===== src/rtl/alu_issue_ctrl_if.sv =====
// Handshake/bus bundle between the ALU issue sequencer and its environment.
// Carries the start/busy/done control, program ROM port, ALU operand/result
// port and data-memory request/ack port; master = sequencer, slave = peers.
interface alu_issue_ctrl_if #(
  parameter int AW = 8
);
  logic          start;
  logic          busy;
  logic          done;
  logic [AW-1:0] instr_addr;
  logic [15:0]   instr_data;
  logic [15:0]   alu_a;
  logic [15:0]   alu_b;
  logic [3:0]    alu_sel;
  logic [15:0]   alu_result;
  logic          alu_zflag;
  logic          mem_req;
  logic          mem_we;
  logic [7:0]    mem_addr;
  logic [15:0]   mem_wdata;
  logic [15:0]   mem_rdata;
  logic          mem_ack;

  modport master (
    input  start, instr_data, alu_result, alu_zflag, mem_rdata, mem_ack,
    output busy, done, instr_addr, alu_a, alu_b, alu_sel,
           mem_req, mem_we, mem_addr, mem_wdata
  );

  modport slave (
    output start, instr_data, alu_result, alu_zflag, mem_rdata, mem_ack,
    input  busy, done, instr_addr, alu_a, alu_b, alu_sel,
           mem_req, mem_we, mem_addr, mem_wdata
  );
endinterface


===== src/rtl/alu_issue_ctrl.sv =====
// Sequencer fetching 16-bit instructions and driving an external combinational ALU.
// Ports: clk, rst (async active-low), bus (master modport: start/busy/done,
// ROM address/data, registered ALU operands + result/zflag, data-memory req/ack).
module alu_issue_ctrl #(
  parameter int AW = 8
) (
  input  logic              clk,
  input  logic              rst,
  alu_issue_ctrl_if.master  bus
);

  localparam logic [2:0] S_IDLE   = 3'd0;
  localparam logic [2:0] S_FETCH  = 3'd1;
  localparam logic [2:0] S_DECODE = 3'd2;
  localparam logic [2:0] S_EXEC   = 3'd3;
  localparam logic [2:0] S_MEM    = 3'd4;

  localparam logic [3:0] OP_LOAD   = 4'b0011;
  localparam logic [3:0] OP_STORE  = 4'b0100;
  localparam logic [3:0] OP_BRANCH = 4'b1011;
  localparam logic [3:0] OP_HALT   = 4'b1111;
  localparam logic [3:0] SEL_RST   = 4'b1101;

  logic [2:0]    state_q, state_d;
  logic [AW-1:0] pc_q, pc_d;
  logic          zreg_q, zreg_d;
  logic          busy_q, busy_d;
  logic          done_q, done_d;
  logic [2:0]    rd_q, rd_d;
  logic [15:0]   alu_a_q, alu_a_d;
  logic [15:0]   alu_b_q, alu_b_d;
  logic [3:0]    alu_sel_q, alu_sel_d;
  logic          mem_req_q, mem_req_d;
  logic          mem_we_q, mem_we_d;
  logic [7:0]    mem_addr_q, mem_addr_d;
  logic [15:0]   mem_wdata_q, mem_wdata_d;
  logic [15:0]   rf_q [0:7];

  logic          rf_we;
  logic [2:0]    rf_waddr;
  logic [15:0]   rf_wdata;

  logic [3:0]    op;
  logic [15:0]   ra_val, rb_val;
  logic [AW-1:0] pc_inc, br_target;

  function automatic logic is_alu_op(input logic [3:0] code);
    case (code)
      4'b0000, 4'b0001, 4'b0010, 4'b0101, 4'b0111,
      4'b1000, 4'b1001, 4'b1010, 4'b1100: return 1'b1;
      default:                            return 1'b0;
    endcase
  endfunction

  assign op     = bus.instr_data[15:12];
  assign ra_val = rf_q[bus.instr_data[8:6]];
  assign rb_val = rf_q[bus.instr_data[5:3]];
  assign pc_inc = pc_q + {{(AW-1){1'b0}}, 1'b1};

  // Branch target is the low byte of the instruction, zero-extended to AW.
  always_comb begin
    br_target      = '0;
    br_target[7:0] = bus.instr_data[7:0];
  end

  always_comb begin
    state_d     = state_q;
    pc_d        = pc_q;
    zreg_d      = zreg_q;
    busy_d      = busy_q;
    done_d      = 1'b0;
    rd_d        = rd_q;
    alu_a_d     = alu_a_q;
    alu_b_d     = alu_b_q;
    alu_sel_d   = alu_sel_q;
    mem_req_d   = mem_req_q;
    mem_we_d    = mem_we_q;
    mem_addr_d  = mem_addr_q;
    mem_wdata_d = mem_wdata_q;
    rf_we       = 1'b0;
    rf_waddr    = rd_q;
    rf_wdata    = bus.alu_result;

    case (state_q)
      S_IDLE: begin
        if (bus.start) begin
          state_d = S_FETCH;
          pc_d    = '0;
          zreg_d  = 1'b0;
          busy_d  = 1'b1;
        end
      end
      // ROM is synchronous: instr_addr is already PC, data arrives next cycle.
      S_FETCH: state_d = S_DECODE;
      S_DECODE: begin
        rd_d = bus.instr_data[11:9];
        if (is_alu_op(op)) begin
          alu_a_d   = ra_val;
          alu_b_d   = rb_val;
          alu_sel_d = op;
          state_d   = S_EXEC;
        end else begin
          case (op)
            OP_LOAD, OP_STORE: begin
              mem_req_d   = 1'b1;
              mem_we_d    = (op == OP_STORE);
              mem_addr_d  = ra_val[7:0];
              if (op == OP_STORE) mem_wdata_d = rb_val;
              state_d     = S_MEM;
            end
            OP_BRANCH: begin
              pc_d    = zreg_q ? br_target : pc_inc;
              state_d = S_FETCH;
            end
            OP_HALT: begin
              done_d  = 1'b1;
              busy_d  = 1'b0;
              state_d = S_IDLE;
            end
            default: begin
              pc_d    = pc_inc;
              state_d = S_FETCH;
            end
          endcase
        end
      end
      S_EXEC: begin
        rf_we   = 1'b1;
        zreg_d  = bus.alu_zflag;
        pc_d    = pc_inc;
        state_d = S_FETCH;
      end
      S_MEM: begin
        // All mem_* registers stay untouched until the ack arrives.
        if (bus.mem_ack) begin
          mem_req_d = 1'b0;
          rf_we     = !mem_we_q;
          rf_wdata  = bus.mem_rdata;
          pc_d      = pc_inc;
          state_d   = S_FETCH;
        end
      end
      default: state_d = S_IDLE;
    endcase
  end

  always_ff @(posedge clk or negedge rst) begin
    if (!rst) begin
      state_q     <= S_IDLE;
      pc_q        <= '0;
      zreg_q      <= 1'b0;
      busy_q      <= 1'b0;
      done_q      <= 1'b0;
      rd_q        <= '0;
      alu_a_q     <= '0;
      alu_b_q     <= '0;
      alu_sel_q   <= SEL_RST;
      mem_req_q   <= 1'b0;
      mem_we_q    <= 1'b0;
      mem_addr_q  <= '0;
      mem_wdata_q <= '0;
      for (int i = 0; i < 8; i++) rf_q[i] <= '0;
    end else begin
      state_q     <= state_d;
      pc_q        <= pc_d;
      zreg_q      <= zreg_d;
      busy_q      <= busy_d;
      done_q      <= done_d;
      rd_q        <= rd_d;
      alu_a_q     <= alu_a_d;
      alu_b_q     <= alu_b_d;
      alu_sel_q   <= alu_sel_d;
      mem_req_q   <= mem_req_d;
      mem_we_q    <= mem_we_d;
      mem_addr_q  <= mem_addr_d;
      mem_wdata_q <= mem_wdata_d;
      if (rf_we) rf_q[rf_waddr] <= rf_wdata;
    end
  end

  assign bus.busy       = busy_q;
  assign bus.done       = done_q;
  assign bus.instr_addr = pc_q;
  assign bus.alu_a      = alu_a_q;
  assign bus.alu_b      = alu_b_q;
  assign bus.alu_sel    = alu_sel_q;
  assign bus.mem_req    = mem_req_q;
  assign bus.mem_we     = mem_we_q;
  assign bus.mem_addr   = mem_addr_q;
  assign bus.mem_wdata  = mem_wdata_q;

endmodule


===== src/flat_wrapper.sv =====
// flat-port wrapper written by rule: the top's interface ports become plain ports
module alu_issue_ctrl_flat 
#(
  parameter int AW = 8
)
  (clk, rst, bus_start, bus_instr_data, bus_alu_result, bus_alu_zflag, bus_mem_rdata, bus_mem_ack, bus_busy, bus_done, bus_instr_addr, bus_alu_a, bus_alu_b, bus_alu_sel, bus_mem_req, bus_mem_we, bus_mem_addr, bus_mem_wdata);
  alu_issue_ctrl_if #(.AW(AW)) bus_i ();
  input  logic clk;
  input  logic rst;
  input wire logic [$bits(bus_i.start)-1:0] bus_start;
  input wire logic [$bits(bus_i.instr_data)-1:0] bus_instr_data;
  input wire logic [$bits(bus_i.alu_result)-1:0] bus_alu_result;
  input wire logic [$bits(bus_i.alu_zflag)-1:0] bus_alu_zflag;
  input wire logic [$bits(bus_i.mem_rdata)-1:0] bus_mem_rdata;
  input wire logic [$bits(bus_i.mem_ack)-1:0] bus_mem_ack;
  output wire logic [$bits(bus_i.busy)-1:0] bus_busy;
  output wire logic [$bits(bus_i.done)-1:0] bus_done;
  output wire logic [$bits(bus_i.instr_addr)-1:0] bus_instr_addr;
  output wire logic [$bits(bus_i.alu_a)-1:0] bus_alu_a;
  output wire logic [$bits(bus_i.alu_b)-1:0] bus_alu_b;
  output wire logic [$bits(bus_i.alu_sel)-1:0] bus_alu_sel;
  output wire logic [$bits(bus_i.mem_req)-1:0] bus_mem_req;
  output wire logic [$bits(bus_i.mem_we)-1:0] bus_mem_we;
  output wire logic [$bits(bus_i.mem_addr)-1:0] bus_mem_addr;
  output wire logic [$bits(bus_i.mem_wdata)-1:0] bus_mem_wdata;
  assign bus_i.start = bus_start;
  assign bus_i.instr_data = bus_instr_data;
  assign bus_i.alu_result = bus_alu_result;
  assign bus_i.alu_zflag = bus_alu_zflag;
  assign bus_i.mem_rdata = bus_mem_rdata;
  assign bus_i.mem_ack = bus_mem_ack;
  assign bus_busy = bus_i.busy;
  assign bus_done = bus_i.done;
  assign bus_instr_addr = bus_i.instr_addr;
  assign bus_alu_a = bus_i.alu_a;
  assign bus_alu_b = bus_i.alu_b;
  assign bus_alu_sel = bus_i.alu_sel;
  assign bus_mem_req = bus_i.mem_req;
  assign bus_mem_we = bus_i.mem_we;
  assign bus_mem_addr = bus_i.mem_addr;
  assign bus_mem_wdata = bus_i.mem_wdata;
  alu_issue_ctrl #(.AW(AW)) u_core (.clk(clk), .rst(rst), .bus(bus_i));
endmodule

===== config.mk =====
export PLATFORM = sky130hd
export DESIGN_NAME = alu_issue_ctrl_flat
export DESIGN_NICKNAME = d
export VERILOG_FILES = /design/src/rtl/alu_issue_ctrl_if.sv /design/src/rtl/alu_issue_ctrl.sv /design/src/flat_wrapper.sv
export SDC_FILE = /design/constraint.sdc
export NUM_CORES = 1
export LEC_CHECK = 0
export BUFFER_PORTS_ARGS = -buffer_cell sky130_fd_sc_hd__buf_2
export CAP_MARGIN = 25
export CORE_MARGIN = 2
export CORE_UTILIZATION = 58
export DETAILED_ROUTE_END_ITERATION = 10
export GPL_ROUTABILITY_DRIVEN = 0
export PLACE_DENSITY = 0.85
export SETUP_SLACK_MARGIN = 0.15
export SLEW_MARGIN = 20
export SYNTH_ARGS = -nofsm -noshare
export SYNTH_HDL_FRONTEND = slang
export SYNTH_SLANG_ARGS = --single-unit
export TNS_END_PERCENT = 20

===== constraint.sdc =====
create_clock -name clk -period 2.39 [get_ports clk]
set_input_delay 0.478 -clock clk [delete_from_list [all_inputs] [get_ports clk]]
set_output_delay 0.478 -clock clk [all_outputs]
set_load 0.005 [all_outputs]

==> impl_metrics.sql, run 1 <==
INSERT INTO impl_metrics (metric_group, metric, value, unit) VALUES
('detailed_routing', 'drtAntennaViolNets', '0', ''),
('final_layout', 'area_growth', '19.6', '%'),
('clock_tree', 'h-tree-depth', '1', ''),
('die', 'fp.dieArea', '0.0180', 'mm²'),
('detailed_routing', 'routed-via-count', '8139', ''),
('final_layout', 'count_of_non_filler_cells_in_the_finished_layout', '1236', ''),
('synth', 'post_synth_instance_area', '0.00982', 'mm²'),
('synth', 'synth_compound_area_share', '12.0', '%'),
('final_layout', 'final_net_count', '1057', ''),
('synth', 'synth-xor-area-share', '0.178', '%'),
('critical_path', 'crit_required', '2.78', 'ns'),
('job', 'max_cap_violations', '0', ''),
('synth', 'ys_warn_count', '0', ''),
('global_routing', 'globalRouteTotalUtil', '31.4', '%'),
('synth', 'post-synth-top-area-fraction', '52.0', '%'),
('critical_path', 'critPathTopFamily', 'flip-flops', ''),
('sta', 'worst_slew_pin_slew', '0.594', 'ns'),
('critical_path', 'critPathKind', 'register to register', ''),
('global_routing', 'grt_antenna_before_repair', '0', ''),
('final_layout', 'drive_above_1_share', '28.8', '%'),
('power_and_ir_drop', 'power.clock.fraction', '23.6', '%'),
('synth', 'synth.top_cells.by_area', 'sky130_fd_sc_hd__dfrtp_1 (52%), sky130_fd_sc_hd__mux4_2 (15%), sky130_fd_sc_hd__o21ai_0 (5.8%), sky130_fd_sc_hd__nand2_1 (5.0%), sky130_fd_sc_hd__mux2i_1 (5.0%)', ''),
('die', 'die_height', '134', 'µm'),
('critical_path', 'endpoint_kind', 'register', ''),
('synth', 'post_synth_mux_area_share', '20.5', '%'),
('synth', 'synth.cells.most_frequent', 'sky130_fd_sc_hd__dfrtp_1 (204), sky130_fd_sc_hd__nand2_1 (131), sky130_fd_sc_hd__o21ai_0 (113), sky130_fd_sc_hd__nor2_1 (74), sky130_fd_sc_hd__a21oi_1 (72)', ''),
('critical_path', 'timing.critical_path.buf_inv', '2', ''),
('run_status', 'run_status', 'complete, no violations', ''),
('clock_tree', 'insertion_delay', '0.49', 'ns'),
('synth', 'synth_top_area_cell', 'sky130_fd_sc_hd__dfrtp_1', ''),
('power_and_ir_drop', 'cellPowerDensity', '1260', 'mW/mm²'),
('global_routing', 'gr-total-overflow', '0', ''),
('die', 'initial_core_util', '59.2', '%'),
('critical_path', 'critical_path_arrival', '2.52', 'ns'),
('final_layout', 'num-fill-cells', '1023', ''),
('power_and_ir_drop', 'cell_internal_pwr', '9600', 'µW'),
('synth', 'avgSynthCellArea', '11.2', 'µm²'),
('detailed_routing', 'first_pass_iters', '5', ''),
('critical_path', 'crit_chain', 'nand4bb_4 -> a2bb2oi_2 -> buf_4 -> nor3_2 -> buf_4 -> nor2_1 -> a21oi_1', ''),
('sta', 'fin_skew', '0.00745', 'ns'),
('synth', 'synthMostInstantiatedCell', 'sky130_fd_sc_hd__dfrtp_1', ''),
('synth', 'postSynthRegisterBits', '207', ''),
('global_routing', 'grt_first_pass_wirelength', '44.1', 'mm'),
('final_layout', 'antenna-diode-count', '0', ''),
('synth', 'cells_after_synthesis', '873', ''),
('clock_tree', 'clock_path_buffers', '3', ''),
('critical_path', 'crit_fanout', '24', ''),
('synth', 'syn-num-nets', '927', ''),
('sta', 'final-max-slew-violation-count', '0', ''),
('power_and_ir_drop', 'combinational_fraction_of_design_power', '33.1', '%'),
('die', 'core_region_area', '0.0166', 'mm²'),
('clock_tree', 'cts_clock_pin_slew_for_the_worst_setup_and_hold_paths', '0.07', 'ns'),
('die', 'top_level_ports', '125', ''),
('critical_path', 'critPathMaxStageDelay', '0.57', 'ns'),
('sta', 'min_period_over_period', '89.2', '%'),
('detailed_routing', 'iteration_0_drc_markers', '901', ''),
('power_and_ir_drop', 'net-switching-power', '5160', 'µW'),
('sta', 'setup_viol', '0', ''),
('die', 'floorplan.die.width', '134', 'µm'),
('place', 'dp_cells', '1200', ''),
('place', 'port_buffers', '124', ''),
('synth', 'yosys_most_used_dff', 'sky130_fd_sc_hd__dfrtp_1', ''),
('detailed_routing', 'route.detailed.drc', '0', ''),
('sta', 'timing.final.crit_period', '2.13', 'ns'),
('clock_tree', 'clock-root-buffer', 'sky130_fd_sc_hd__clkbuf_16', ''),
('critical_path', 'cpMostUsedCell', 'sky130_fd_sc_hd__buf_4', ''),
('global_routing', 'grt_pass1_vias', '8279', ''),
('critical_path', 'worst_path_max_delay_cell', 'sky130_fd_sc_hd__dfrtp_1', ''),
('clock_tree', 'tritoncts', 'built', ''),
('clock_tree', 'inserted_clock_buffers', '20', ''),
('power_and_ir_drop', 'vdd_ir_drop_max', '0.630', 'mV');
-- routing by layer --
metal	routed length, µm	vias up	track usage (%)
met1	10100	3980	41.8
met3	3040	127	6.80
li1	-	3397	-
met4	1030	0	13.5
met2	13100	635	50.7
met5	0	-	0
-- area by class of cell --
cell class / count / area [µm²] / area share [%]
inverters: 9 / 33.8 / 0.288
multi-input cells: 587 / 4330 / 36.9
flip-flops and latches: 207 / 5180 / 44.1
clock inverters: 8 / 143 / 1.21
well taps: 220 / 275 / 2.34
repair buffers: 178 / 1200 / 10.2
clock buffers: 27 / 578 / 4.92
-- sequential cells by signal (all words and copies together) (netlist names) --
signal                 cells
u_core.bus.alu_b          16
u_core.bus.busy            1
u_core.zreg_q              1
u_core.bus.alu_sel         4
u_core.bus.done            1
u_core.bus.alu_a          16
u_core.bus.instr_addr      8
u_core.state_q             3
u_core.bus.mem_req         1
u_core.rd_q                3
u_core.bus.mem_addr        8
u_core.bus.mem_we          1
u_core.rf_q              128
u_core.bus.mem_wdata      16
-- power by group through the flow --
stage / Combinational, µW / Clock, µW / Sequential (µW)
finish: 4880 / 3480 / 6400
global route: 5350 / 3630 / 6530
CTS: 4840 / 3470 / 6310
detailed placement: 4640 / 0 / 6300
global placement: 4380 / 0 / 6180
floorplan: 3060 / 0 / 5970
-- kinds of logic (layout without fill, tap and decap cells) --
kind of cell,Yosys count,count (layout)
xor gates and xnor gates,2,2
AOI/OAI and AO/OA,223,223
adders and majority gates,1,1
buffers and inverters,79,222
and+or+nand+nor,241,241
muxes,120,120
DFF,207,207
-- cell usage in the layout, fill, tap and decap left out, drive strengths merged, types with 6 or more instances in the layout --
cell,n
mux2,7
clkbuf,28
buf,176
nand2b,6
dfrtp,204
nand2,131
a21oi,73
nor2,74
mux2i,49
inv,9
o21ai,132
mux4,64
-- worst reg2reg max path, stage by stage, from the launching register on --
cell	delay (ns)
sky130_fd_sc_hd__dfrtp_1	0.57
sky130_fd_sc_hd__nand4bb_4	0.16
sky130_fd_sc_hd__a2bb2oi_2	0.18
sky130_fd_sc_hd__buf_4	0.19
sky130_fd_sc_hd__nor3_2	0.26
sky130_fd_sc_hd__buf_4	0.36
sky130_fd_sc_hd__nor2_1	0.10
sky130_fd_sc_hd__a21oi_1	0.22
-- timing repair --
item                       in CTS  in global routing
setup endpoints to repair       0                  1
hold buffers                    1                  0
hold endpoints to repair       26                  0
buffers inserted                0                  0
gates resized for setup         0                  1
-- stage by stage --
| stage | util (%) | instance area, µm² | hold slack (ns) |
|---|---|---|---|
| floorplan | - | 9820 | 0.182 |
| global placement | 66.4 | 11000 | 0.457 |
| detailed placement | 66.4 | 11000 | 0.465 |
| CTS | 70.8 | 11700 | 0.249 |
| global route | 70.8 | 11700 | 0.252 |
| finish | 70.8 | 11700 | 0.255 |
-- path summary, 6_finish.rpt --
check,endpoint,slack [ns],cells past startpoint,start
setup / recovery,u_core.rf_q[77],0.26,7,u_core.state_q[2]
hold / removal,u_core.rd_q[0],0.26,2,bus_instr_data[9]
setup reg to reg,u_core.rf_q[77],0.26,7,u_core.state_q[2]
hold reg to reg,u_core.bus.alu_a[1],0.48,2,u_core.bus.alu_a[1]
max in group asynchronous,u_core.bus.alu_sel[3],1.14,3,rst
min in group asynchronous,u_core.rf_q[97],0.54,2,rst
Note: power is estimated with default switching activity, not from simulation.
==> run 2: changes to the inputs <==
Settings changed: CORE_UTILIZATION 58 to 53, PLACE_DENSITY 0.85 to 0.82.
Clock period 2.39 ns to 1.7 ns, I/O delays scaled along.
==> run 2 against run 1 <==
Against the previous run: the flow now finishes with violations (design-rule violations, negative setup slack); via count rose by 8.1%; largest power group unchanged; first-iteration DRC count grew 32%; critical endpoint is now u_core.rf_q[32]; largest cell class unchanged; maximum frequency rose by 3.3%; design area rose by 9.9%.
==> impl_metrics.sql, run 2 (synthesized netlist as in run 1, its figures left out) <==
INSERT INTO impl_metrics (metric_group, metric, value, unit) VALUES
('run_status', 'run_status', 'complete, but fails checks', ''),
('run_status', 'failed_checks', 'design-rule violations, negative setup slack', ''),
('sta', 'clock.fmax', '484', 'MHz'),
('final_layout', 'registers.top_by_ff_count', 'u_core.rf_q', ''),
('critical_path', 'crit_fanout', '5', ''),
('global_routing', 'grt_first_pass_wirelength', '46.8', 'mm'),
('critical_path', 'endpoint_kind', 'register', ''),
('final_layout', 'layout.area.seq', '0.00518', 'mm²'),
('die', 'top_level_ports', '125', ''),
('detailed_routing', 'routed-via-count', '8799', ''),
('final_layout', 'layout.cells.most_common_list', 'sky130_fd_sc_hd__dfrtp_1 (203), sky130_fd_sc_hd__buf_2 (123), sky130_fd_sc_hd__nand2_1 (122)', ''),
('clock_tree', 'tritoncts', 'built', ''),
('sta', 'final-max-slew-violation-count', '0', ''),
('critical_path', 'critPathTopFamily', 'simple AND/OR/NAND/NOR gates', ''),
('final_layout', 'num-fill-cells', '1043', ''),
('global_routing', 'grt_pass1_vias', '8446', ''),
('clock_tree', 'insertion_delay', '0.51', 'ns'),
('final_layout', 'number_of_flip_flops_in_the_largest_register', '128', ''),
('clock_tree', 'clock_sink_count', '207', ''),
('die', 'initial_core_util', '54.3', '%'),
('critical_path', 'critical_path_arrival', '2.48', 'ns'),
('critical_path', 'timing.critical_path.buf_inv', '3', ''),
('critical_path', 'cpMostUsedCell', 'sky130_fd_sc_hd__buf_6', ''),
('final_layout', 'final_net_count', '1116', ''),
('clock_tree', 'clock-root-buffer', 'sky130_fd_sc_hd__clkbuf_16', ''),
('job', 'max_cap_violations', '0', ''),
('place', 'postPlaceCellArea', '0.0115', 'mm²'),
('detailed_routing', 'post_drt_wl_per_cell', '25.5', 'µm'),
('clock_tree', 'clock_path_buffers', '3', ''),
('sta', 'hold_violations', '0', ''),
('detailed_routing', 'first_pass_iters', '11', ''),
('global_routing', 'gr-total-overflow', '0', ''),
('final_layout', 'count_of_non_filler_cells_in_the_finished_layout', '1305', ''),
('power_and_ir_drop', 'power.total', '22700', 'µW'),
('final_layout', 'drive_above_1_share', '39.7', '%'),
('critical_path', 'critPathKind', 'register to register', ''),
('sta', 'rsz0062_at_grt', 'true', ''),
('final_layout', 'layout.core_utilization', '71.3', '%'),
('place', 'post-place-ws', '-0.291', 'ns'),
('sta', 'postLayoutSetupSlackWorst', '-0.365', 'ns'),
('final_layout', 'final_design_area_no_fill', '0.0129', 'mm²'),
('final_layout', 'area_growth', '31.4', '%'),
('detailed_routing', 'iteration_0_drc_markers', '1185', ''),
('final_layout', 'most_common_cell_after_layout_fill_and_taps_aside', 'sky130_fd_sc_hd__dfrtp_1', ''),
('detailed_routing', 'drt_wl_total', '33.3', 'mm'),
('global_routing', 'globalRouteTotalUtil', '30.6', '%'),
('detailed_routing', 'route.detailed.drc', '15', ''),
('global_routing', 'grt_antenna_before_repair', '0', ''),
('sta', 'timing.final.crit_period', '2.07', 'ns'),
('critical_path', 'crit_chain', 'nand4bb_4 -> a2bb2oi_4 -> buf_6 -> nor4bb_4 -> buf_6 -> buf_8 -> nor2_1 -> a21oi_1', ''),
('critical_path', 'timing.critical_path.from_type', 'register', ''),
('final_layout', 'antenna-diode-count', '0', ''),
('die', 'die_height', '140', 'µm'),
('place', 'hpwl', '17.2', 'mm'),
('die', 'fp.dieArea', '0.0196', 'mm²'),
('sta', 'fin_skew', '0.0135', 'ns'),
('critical_path', 'crit_required', '2.12', 'ns'),
('critical_path', 'critPathMaxStageDelay', '0.46', 'ns'),
('power_and_ir_drop', 'leakagePower', '0.00586', 'µW'),
('die', 'floorplan.die.width', '140', 'µm'),
('detailed_routing', 'drtAntennaViolNets', '0', ''),
('place', 'dp_cells', '1249', ''),
('detailed_routing', 'post_drt_via_cell_ratio', '6.74', ''),
('clock_tree', 'cts_clock_pin_slew_for_the_worst_setup_and_hold_paths', '0.07', 'ns'),
('sta', 'setup_viol', '161', ''),
('sta', 'worst_slew_margin_rel', '59.9', '%'),
('die', 'core_region_area', '0.0181', 'mm²'),
('place', 'port_buffers', '124', ''),
('final_layout', 'multi_input_comb_area', '0.00467', 'mm²'),
('min_path', 'holdCritPathClass', 'input pin to register', ''),
('critical_path', 'worst_path_max_delay_cell', 'sky130_fd_sc_hd__dfrtp_1', ''),
('sta', 'worst_slew_pin_slew', '0.596', 'ns'),
('power_and_ir_drop', 'cellPowerDensity', '1760', 'mW/mm²'),
('sta', 'min_period_over_period', '121', '%'),
('clock_tree', 'inserted_clock_buffers', '21', ''),
('clock_tree', 'h-tree-depth', '1', ''),
('die', 'placement_rows', '49', ''),
('global_routing', 'grt_max_degree', '55', ''),
('power_and_ir_drop', 'vdd_ir_drop_max', '0.746', 'mV');
run 2: worst paths after layout:
path	start	depth (start not counted)	to	slack [ns]
setup / recovery	u_core.state_q[1]	8	u_core.rf_q[32]	-0.37
hold / removal	bus_instr_data[0]	3	u_core.bus.instr_addr[0]	0.11
setup reg to reg	u_core.state_q[1]	8	u_core.rf_q[32]	-0.37
hold reg to reg	u_core.bus.alu_b[6]	2	u_core.bus.alu_b[6]	0.47
max in group asynchronous	rst	3	u_core.rf_q[37]	0.76
min in group asynchronous	rst	2	u_core.bus.alu_a[4]	0.28
run 2: cell type report:
cell class,count,share of cell area (%)
Inverter,9,0.262
Clock inverter,10,1.08
Multi-Input combinational cell,587,36.2
Timing Repair Buffer,236,15.5
Sequential cell,207,40.2
Tap cell,229,2.22
Clock buffer,27,4.56
run 2: what timing repair did:
item | in CTS | in global routing
setup endpoints to repair | 198 | 202
pin swaps | 17 | 3
endpoints found under the hold margin | 21 | 0
hold buffers | 1 | 0
gates resized for setup | 79 | 65
setup buffers | 6 | 3
gates cloned | 3 | 6
run 2: per-layer routing:
layer / wire length (µm) / vias to the layer above / share of wire, % / GRT usage (%)
li1: - / 3521 / - / -
met1: 11400 / 4240 / 34 / 39.7
met2: 15400 / 804 / 46 / 49.2
met3: 4190 / 234 / 13 / 7.83
met4: 2270 / 0 / 6.8 / 14.1
met5: 0 / - / 0 / 0
run 2: worst reg2reg max path, stage by stage, from the launching register on:
cell,delay (ns)
sky130_fd_sc_hd__dfrtp_1,0.46
sky130_fd_sc_hd__nand4bb_4,0.26
sky130_fd_sc_hd__a2bb2oi_4,0.21
sky130_fd_sc_hd__buf_6,0.16
sky130_fd_sc_hd__nor4bb_4,0.31
sky130_fd_sc_hd__buf_6,0.21
sky130_fd_sc_hd__buf_8,0.14
sky130_fd_sc_hd__nor2_1,0.05
sky130_fd_sc_hd__a21oi_1,0.16
run 2: power breakdown:
part	leakage (µW)	switching, µW	internal [µW]
Sequential	0.00258	2090	7160
Clock	0.000357	1990	2910
Combinational	0.00292	4310	4270
run 2: stage by stage:
step / TNS [ns] / hold slack [ns]
6_report: -37.36 / 0.115
5_1_grt: -45.32 / 0.113
4_1_cts: -15.48 / 0.103
3_5_place_dp: -18.72 / 0.244
3_3_place_gp: -15.17 / 0.240
2_1_floorplan: -19.12 / 0.0444
